===== config.mk =====
export PLATFORM = sky130hd
export DESIGN_NAME = nibble_serial_add_arbiter
export DESIGN_NICKNAME = d
export VERILOG_FILES = /design/src/rtl/nibble_serial_add_arbiter.sv
export SDC_FILE = /design/constraint.sdc
export NUM_CORES = 1
export LEC_CHECK = 0
export CAP_MARGIN = 10
export CORE_ASPECT_RATIO = 1.5
export CORE_MARGIN = 2
export CORE_UTILIZATION = 47
export DETAILED_ROUTE_END_ITERATION = 16
export PLACE_DENSITY = 0.79
export SYNTH_ARGS = -nofsm -noshare
export SYNTH_HDL_FRONTEND = slang
export SYNTH_SLANG_ARGS = --single-unit

===== constraint.sdc =====
create_clock -name clk -period 2.8 [get_ports clk]
set_clock_uncertainty 0.05 [all_clocks]
set_input_delay 0.56 -clock clk [delete_from_list [all_inputs] [get_ports clk]]
set_output_delay 0.56 -clock clk [all_outputs]
set_load 0.01 [all_outputs]

===== src/rtl/nibble_serial_add_arbiter.sv =====
// Purpose: two-requester round-robin arbiter that adds WIDTH-bit operands one nibble per cycle through an external 4-bit adder.
// Latency: grant pulse one cycle after the grant edge; done pulse N cycles after the grant pulse; back-to-back grants N+2 cycles apart.
// Backpressure: requests are only sampled in IDLE; a request withdrawn before its grant edge is never served.
module nibble_serial_add_arbiter #(
    parameter int WIDTH = 16
) (
    input  logic             clk,
    input  logic             rst_n,
    input  logic             req0,
    input  logic             req1,
    input  logic [WIDTH-1:0] a0,
    input  logic [WIDTH-1:0] b0,
    input  logic [WIDTH-1:0] a1,
    input  logic [WIDTH-1:0] b1,
    output logic [1:0]       gnt,
    output logic             busy,
    output logic             done,
    output logic             done_id,
    output logic [WIDTH-1:0] sum,
    output logic             cout,
    output logic [3:0]       adder_a,
    output logic [3:0]       adder_b,
    output logic             adder_cin,
    input  logic [3:0]       adder_s,
    input  logic             adder_cout
);

    localparam int N  = WIDTH / 4;
    localparam int IW = (N > 1) ? $clog2(N) : 1;

    typedef enum logic [1:0] {
        IDLE = 2'd0,
        ADD  = 2'd1,
        DONE = 2'd2
    } state_t;

    state_t           state;
    state_t           state_nxt;
    logic [IW-1:0]    idx;
    logic             carry;
    logic             last_gnt;
    logic [WIDTH-1:0] opa;
    logic [WIDTH-1:0] opb;
    logic [WIDTH-1:0] result;
    logic [WIDTH-1:0] result_nxt;
    logic             grant_any;
    logic             grant_id;
    logic             last_step;

    // Round-robin pick: on a tie the requester not served last wins.
    always_comb begin
        grant_any = req0 | req1;
        grant_id  = 1'b0;
        if (req0 && req1) begin
            grant_id = ~last_gnt;
        end else begin
            grant_id = req1;
        end
        last_step = (idx == IW'(N - 1));
    end

    // State register.
    always_ff @(posedge clk) begin
        if (!rst_n) begin
            state <= IDLE;
        end else begin
            state <= state_nxt;
        end
    end

    // Next state, external adder drive and the result with the current nibble merged in.
    always_comb begin
        state_nxt  = state;
        busy       = 1'b0;
        adder_a    = 4'h0;
        adder_b    = 4'h0;
        adder_cin  = 1'b0;
        result_nxt = result;
        case (state)
            IDLE: begin
                if (grant_any) begin
                    state_nxt = ADD;
                end
            end
            ADD: begin
                busy      = 1'b1;
                adder_a   = opa[{idx, 2'b00} +: 4];
                adder_b   = opb[{idx, 2'b00} +: 4];
                adder_cin = carry;
                result_nxt[{idx, 2'b00} +: 4] = adder_s;
                if (last_step) begin
                    state_nxt = DONE;
                end
            end
            DONE: begin
                busy      = 1'b1;
                state_nxt = IDLE;
            end
            default: begin
                state_nxt = IDLE;
            end
        endcase
    end

    // Datapath: operand capture at grant, nibble accumulation in ADD, result publish on the last step.
    always_ff @(posedge clk) begin
        if (!rst_n) begin
            gnt      <= 2'b00;
            done     <= 1'b0;
            done_id  <= 1'b0;
            sum      <= '0;
            cout     <= 1'b0;
            idx      <= '0;
            carry    <= 1'b0;
            last_gnt <= 1'b1;
            opa      <= '0;
            opb      <= '0;
            result   <= '0;
        end else begin
            gnt  <= 2'b00;
            done <= 1'b0;
            case (state)
                IDLE: begin
                    if (grant_any) begin
                        gnt      <= grant_id ? 2'b10 : 2'b01;
                        last_gnt <= grant_id;
                        opa      <= grant_id ? a1 : a0;
                        opb      <= grant_id ? b1 : b0;
                        idx      <= '0;
                        carry    <= 1'b0;
                        result   <= '0;
                    end
                end
                ADD: begin
                    result <= result_nxt;
                    carry  <= adder_cout;
                    idx    <= idx + 1'b1;
                    if (last_step) begin
                        sum     <= result_nxt;
                        cout    <= adder_cout;
                        done    <= 1'b1;
                        done_id <= last_gnt;
                    end
                end
                default: begin
                end
            endcase
        end
    end

endmodule


Yosys cells after proc, flatten, opt, wreduce, memory -nomap -nowiden:

Index checks and enable logic that the tools add are counted.
Widths: inputs -> output; s select.

* flip-flop bits (word level): 75
* output and inout bits: 31
* word-level logic and storage cells: 54
* input port bits: 73

* bitwise logic cells: 2
* multiplexer cells: 19
* eq/ne operators: 5
* shifts and indexed selects: 4
* add/sub/neg operators: 2
* reductions and logical operators: 10

Operators with widths (number)
* $mux 16: 3
* $pmux 16 s2: 1
* $shiftx 16x5->4: 2
* $bwmux 16: 1
* $shift 4x6->16 const A: 1
* $shiftx 4x6->16: 1
* $reduce_and 2->1: 5
* $mux 2: 4
* $mux 4: 2
* $pmux 2 s2: 2
* $neg 4->6: 1
* $mux 1: 5
* $eq 2x2->1 const B: 2
* $ne 2x2->1 const B: 2
* $reduce_and 3->1: 1
* $add 2x1->2 const B: 1
* $eq 2x1->1 const B: 1
* $logic_not 2->1: 1
* $pmux 1 s2: 1
* $reduce_bool 2->1: 1
* $reduce_or 2->1: 1
* $logic_and 1x1->1: 1
* $not 1->1: 1
* $or 1x1->1: 1

Longest topological paths before layout:

* depth after elaboration: 4
* depth in mapped cells: 7
* depth with buffers taken out: 5

Worst setup path after synthesis:

Ideal clock, no wire load.

* path type: reg-to-reg
* start point: register idx[0]
* end point: register sum[0]
* period minus slack after synthesis: 2.008 ns
* stages on the path, launching flop included: 8
* path buffers: 2
* path slack: 0.792 ns
* arrival: 1.894 ns
* cells stage by stage: dfxtp_1 buf_2 inv_1 ha_1 nor4bb_1 clkbuf_1 a221oi_1 nor2_1

* longest elaborated chain between the ends: 3
* elaborated cells between the ends (all ways): 6
* those cells by class: 1 x add/sub; 1 x eq/ne; 2 x shift; 1 x mux; 1 x reduce/logical

Ends and longest elaborated chain
* start: declaration: RTL line 39 `logic [IW-1:0] idx;`
* start signal: assignment: RTL line 137 `idx <= idx + 1'b1;`
* $neg 4->6: RTL line 90 `result_nxt[{idx, 2'b00} +: 4] = adder_s;`
* $shiftx 4x6->16 / $shift 4x6->16 (equally long branches): RTL line 90
* $bwmux 16: RTL line 90
* end signal: assignment: RTL line 139 `sum <= result_nxt;`
* end: declaration: RTL line 19 `output logic [WIDTH-1:0] sum,`

Several ways; a longest one is shown, not always the timed one.
A chain may end at the register's enable or synchronous reset.

Final worst setup path:

* start point: register idx[0]
* end point: output adder_b[1]

* longest elaborated chain between the ends: 2

Ends and longest elaborated chain
* $shiftx 16x5->4: RTL line 88 `adder_b = opb[{idx, 2'b00} +: 4];`
* $mux 4: RTL line 79 `case (state)`
* end: declaration: RTL line 22 `output logic [3:0] adder_b,`

No other way between the ends.

==> out/results.txt <==
Status - finished, final reports clean
Avg Inst Size Synth - 10.1 sq um
Unrepaired setup endpoints after global routing - no
Setup CP Type - flop to primary output
CP required - 2190 ps
Clock buffer depth - 2
Commonest register cell after synthesis - dfxtp_1
Area share of the largest cell type after synthesis - 44.0%
Starting Density - 47.9%
Post-CTS setup buffer count - 0
Hold Path End - state[1]
Final GP Congestion - 0.793
Ant diodes - 0
CTS buffer count - 9
Sink Count - 75
Largest net degree at the start of global routing - 52
Net Count, Synth - 420
Worst R2R Start - idx[1]
Drt wl/cell - 16.3 um
Post-Syn Instances - 338
H-tree lvl count - 3
Vias in the first global route - 3,040
Drt pass-1 iters - 4
Area leader, netlist - dfxtp_1
Combinational group share of total power - 34.1%
Switching share of power - 32.4%
Yosys warning count - 0
IO Pins - 104
Synth Cell Area - 3410 sq um
Final worst slack - 128 ps
CTS tree - built
Vias per inst - 5.85
Leak Pwr - 0.00186 uW
Critical path arrival - 2060 ps
Hold path start - state[1]
Post-CTS Resized - 0
Clk slew on worst S/H paths - 70 ps
Cells on worst reg2reg path - 6
Cts hold-fix bufs - 0
Post-synthesis register bit count - 75
HPWL Detailed - 6220 um
EDFF count, synth - 0
Final Cycle Share - 95.4%
Worst hold path depth - 2
Port Buf Inserts - 103
Routed Wire Length - 8480 um
Nets - 517
# rows - 38
Setup TNS - 0 ps
Max cap viols - 0
Clk_lat worst skew - 360 ps
GRT Overall Usage - 22.5%
Minimum clock period - 2670 ps
RR Endpoint - result[5]
Initial antenna violation count - 0
Critical Path Source Type - flop
Die width - 73.6 um
Worst-path maximum fanout - 7
Post-synth ARST share - 0%
Sequential fraction of design power - 41.5%
Final slew viol count - 0
P_sw - 1020 uW
Die ar. - 7980 sq um
Core box area - 7130 sq um
Fraction of layout instances using a drive strength above 1 - 9.34%
CP Capture Type - primary output
Slew @ Worst Pin - 851 ps
First-pass GRT wire length - 13,800 um
Die height - 108 um
GRT overflow - 0
Worst rel slew slack - 43.3%
Part of the power in the clock network - 24.3%
Min-Delay Path Class - flop to flop
Final antenna-violating net count - 0
DRC Markers - 0
Internal - 2140 uW
Vias after detailed routing - 3,035
Post-place setup slack - 442 ps
Flop2flop setup slack - 810 ps
Fmax achieved - 374 MHz
Post-synth cell types - 38
Power per cell area - 674 nW/um^2
Setup-failing EPs final - 0
Synth-to-layout area growth - 37.3%
Register area share after synthesis - 44.0%
Drt initial violations - 185
Peak supply drop - 0.441 mV
Top post-synthesis cells by area - dfxtp_1, a221o_1, and3_1
Root Driver - clkbuf_8
Final hold vios - 0
-- power groups by stage --
stage,logic (uW),clock network [uW],registers (uW)
final,1080,769,1310
after global routing,1180,811,1330
after CTS,1090,781,1310
after detailed placement,1080,0,1330
after global placement,1060,0,1330
after floorplan,717,0,1310
-- routing by layer --
layer	vias up	share of wire [%]	wire [um]	global-route usage [%]
li1	1498	-	-	-
met1	1398	38	3230	24.7
met2	116	52	4440	39.1
met3	23	6.2	522	6.34
met4	0	3.4	288	10.5
met5	-	0	0	0
-- final cells by class --
class,count,area (sq um)
clock buffers,14,173
clock inverters,1,7.51
fillers,593,2440
inverters,8,30.0
multi-input cells,226,1760
flip-flops and latches,75,1500
well taps,80,100
repair buffers,115,1120
-- cell usage after synthesis, drive strengths merged, types with 3 or more instances --
master / instances
nand4: 4
o211ai: 3
nand2b: 8
a21oi: 12
a221o: 30
a32oi: 4
a21boi: 3
and2: 15
and3: 33
nand3: 6
a221oi: 4
ha: 9
nand2: 13
mux4: 8
o21ai: 20
o22ai: 5
a31oi: 4
a41oi: 4
nor2: 9
buf: 13
clkbuf: 16
nor2b: 6
dfxtp: 75
mux2i: 3
a32o: 14
inv: 8
-- worst max-delay path, stage by stage (launching register included) --
cell and delay [ps]:
dfxtp_1 340, buf_4 200, mux4_2 510, and2_1 180, clkdlybuf4s50_1 480
-- kinds of logic (layout without fill, tap and decap cells) --
kind of cell    count (synthesis)  after routing  share of synthesized area (%)
flops                          75             75                           44.0
fa+ha+maj                       9              9                           3.30
buf+inv                        37            138                           4.69
simple gates                   99             99                           16.7
mux                            11             11                           6.16
compound gates                107            107                           25.2
-- worst max path at each step --
stage | from | to | slack (ps)
after global placement | rst_n | opa[7] | 460
after floorplan | idx[0] | sum[0] | 790
after CTS | idx[0] | adder_b[2] | 100
after global routing | idx[0] | adder_a[2] | 70
final | idx[0] | adder_b[1] | 130
after detailed placement | rst_n | opb[7] | 440
-- metrics by stage --
| step | std cells | power, uW | cell area (sq um) | hold WS [ps] | util (%) |
|---|---|---|---|---|---|
| after detailed placement | 504 | 2410 | 4510 | 408 | 63.2 |
| after global routing | 519 | 3310 | 4690 | 443 | 65.8 |
| after floorplan | 338 | 2020 | 3410 | 385 | - |
| after global placement | 504 | 2390 | 4510 | 396 | 63.2 |
| final | 519 | 3160 | 4690 | 413 | 65.8 |
| after CTS | 519 | 3180 | 4690 | 417 | 65.8 |
-- cells in the final DEF, fill, tap and decap left out, types with 11 or more instances in the layout --
master and count:
a21oi_1 11, a221o_1 30, a32o_1 14, and2_1 15, and3_1 33, buf_4 12
clkbuf_8 12, clkdlybuf4s50_1 103, dfxtp_1 75, nand2_1 13, o21ai_0 19
-- registers in the layout, indices dropped and copies added (netlist names) --
| register | cells |
|---|---|
| opa | 16 |
| opb | 16 |
| result | 16 |
| sum | 16 |
| gnt | 2 |
| idx | 2 |
| state | 2 |
| carry | 1 |
| cout | 1 |
| done | 1 |
| done_id | 1 |
| last_gnt | 1 |
Note: power is estimated with default switching activity, not from simulation.
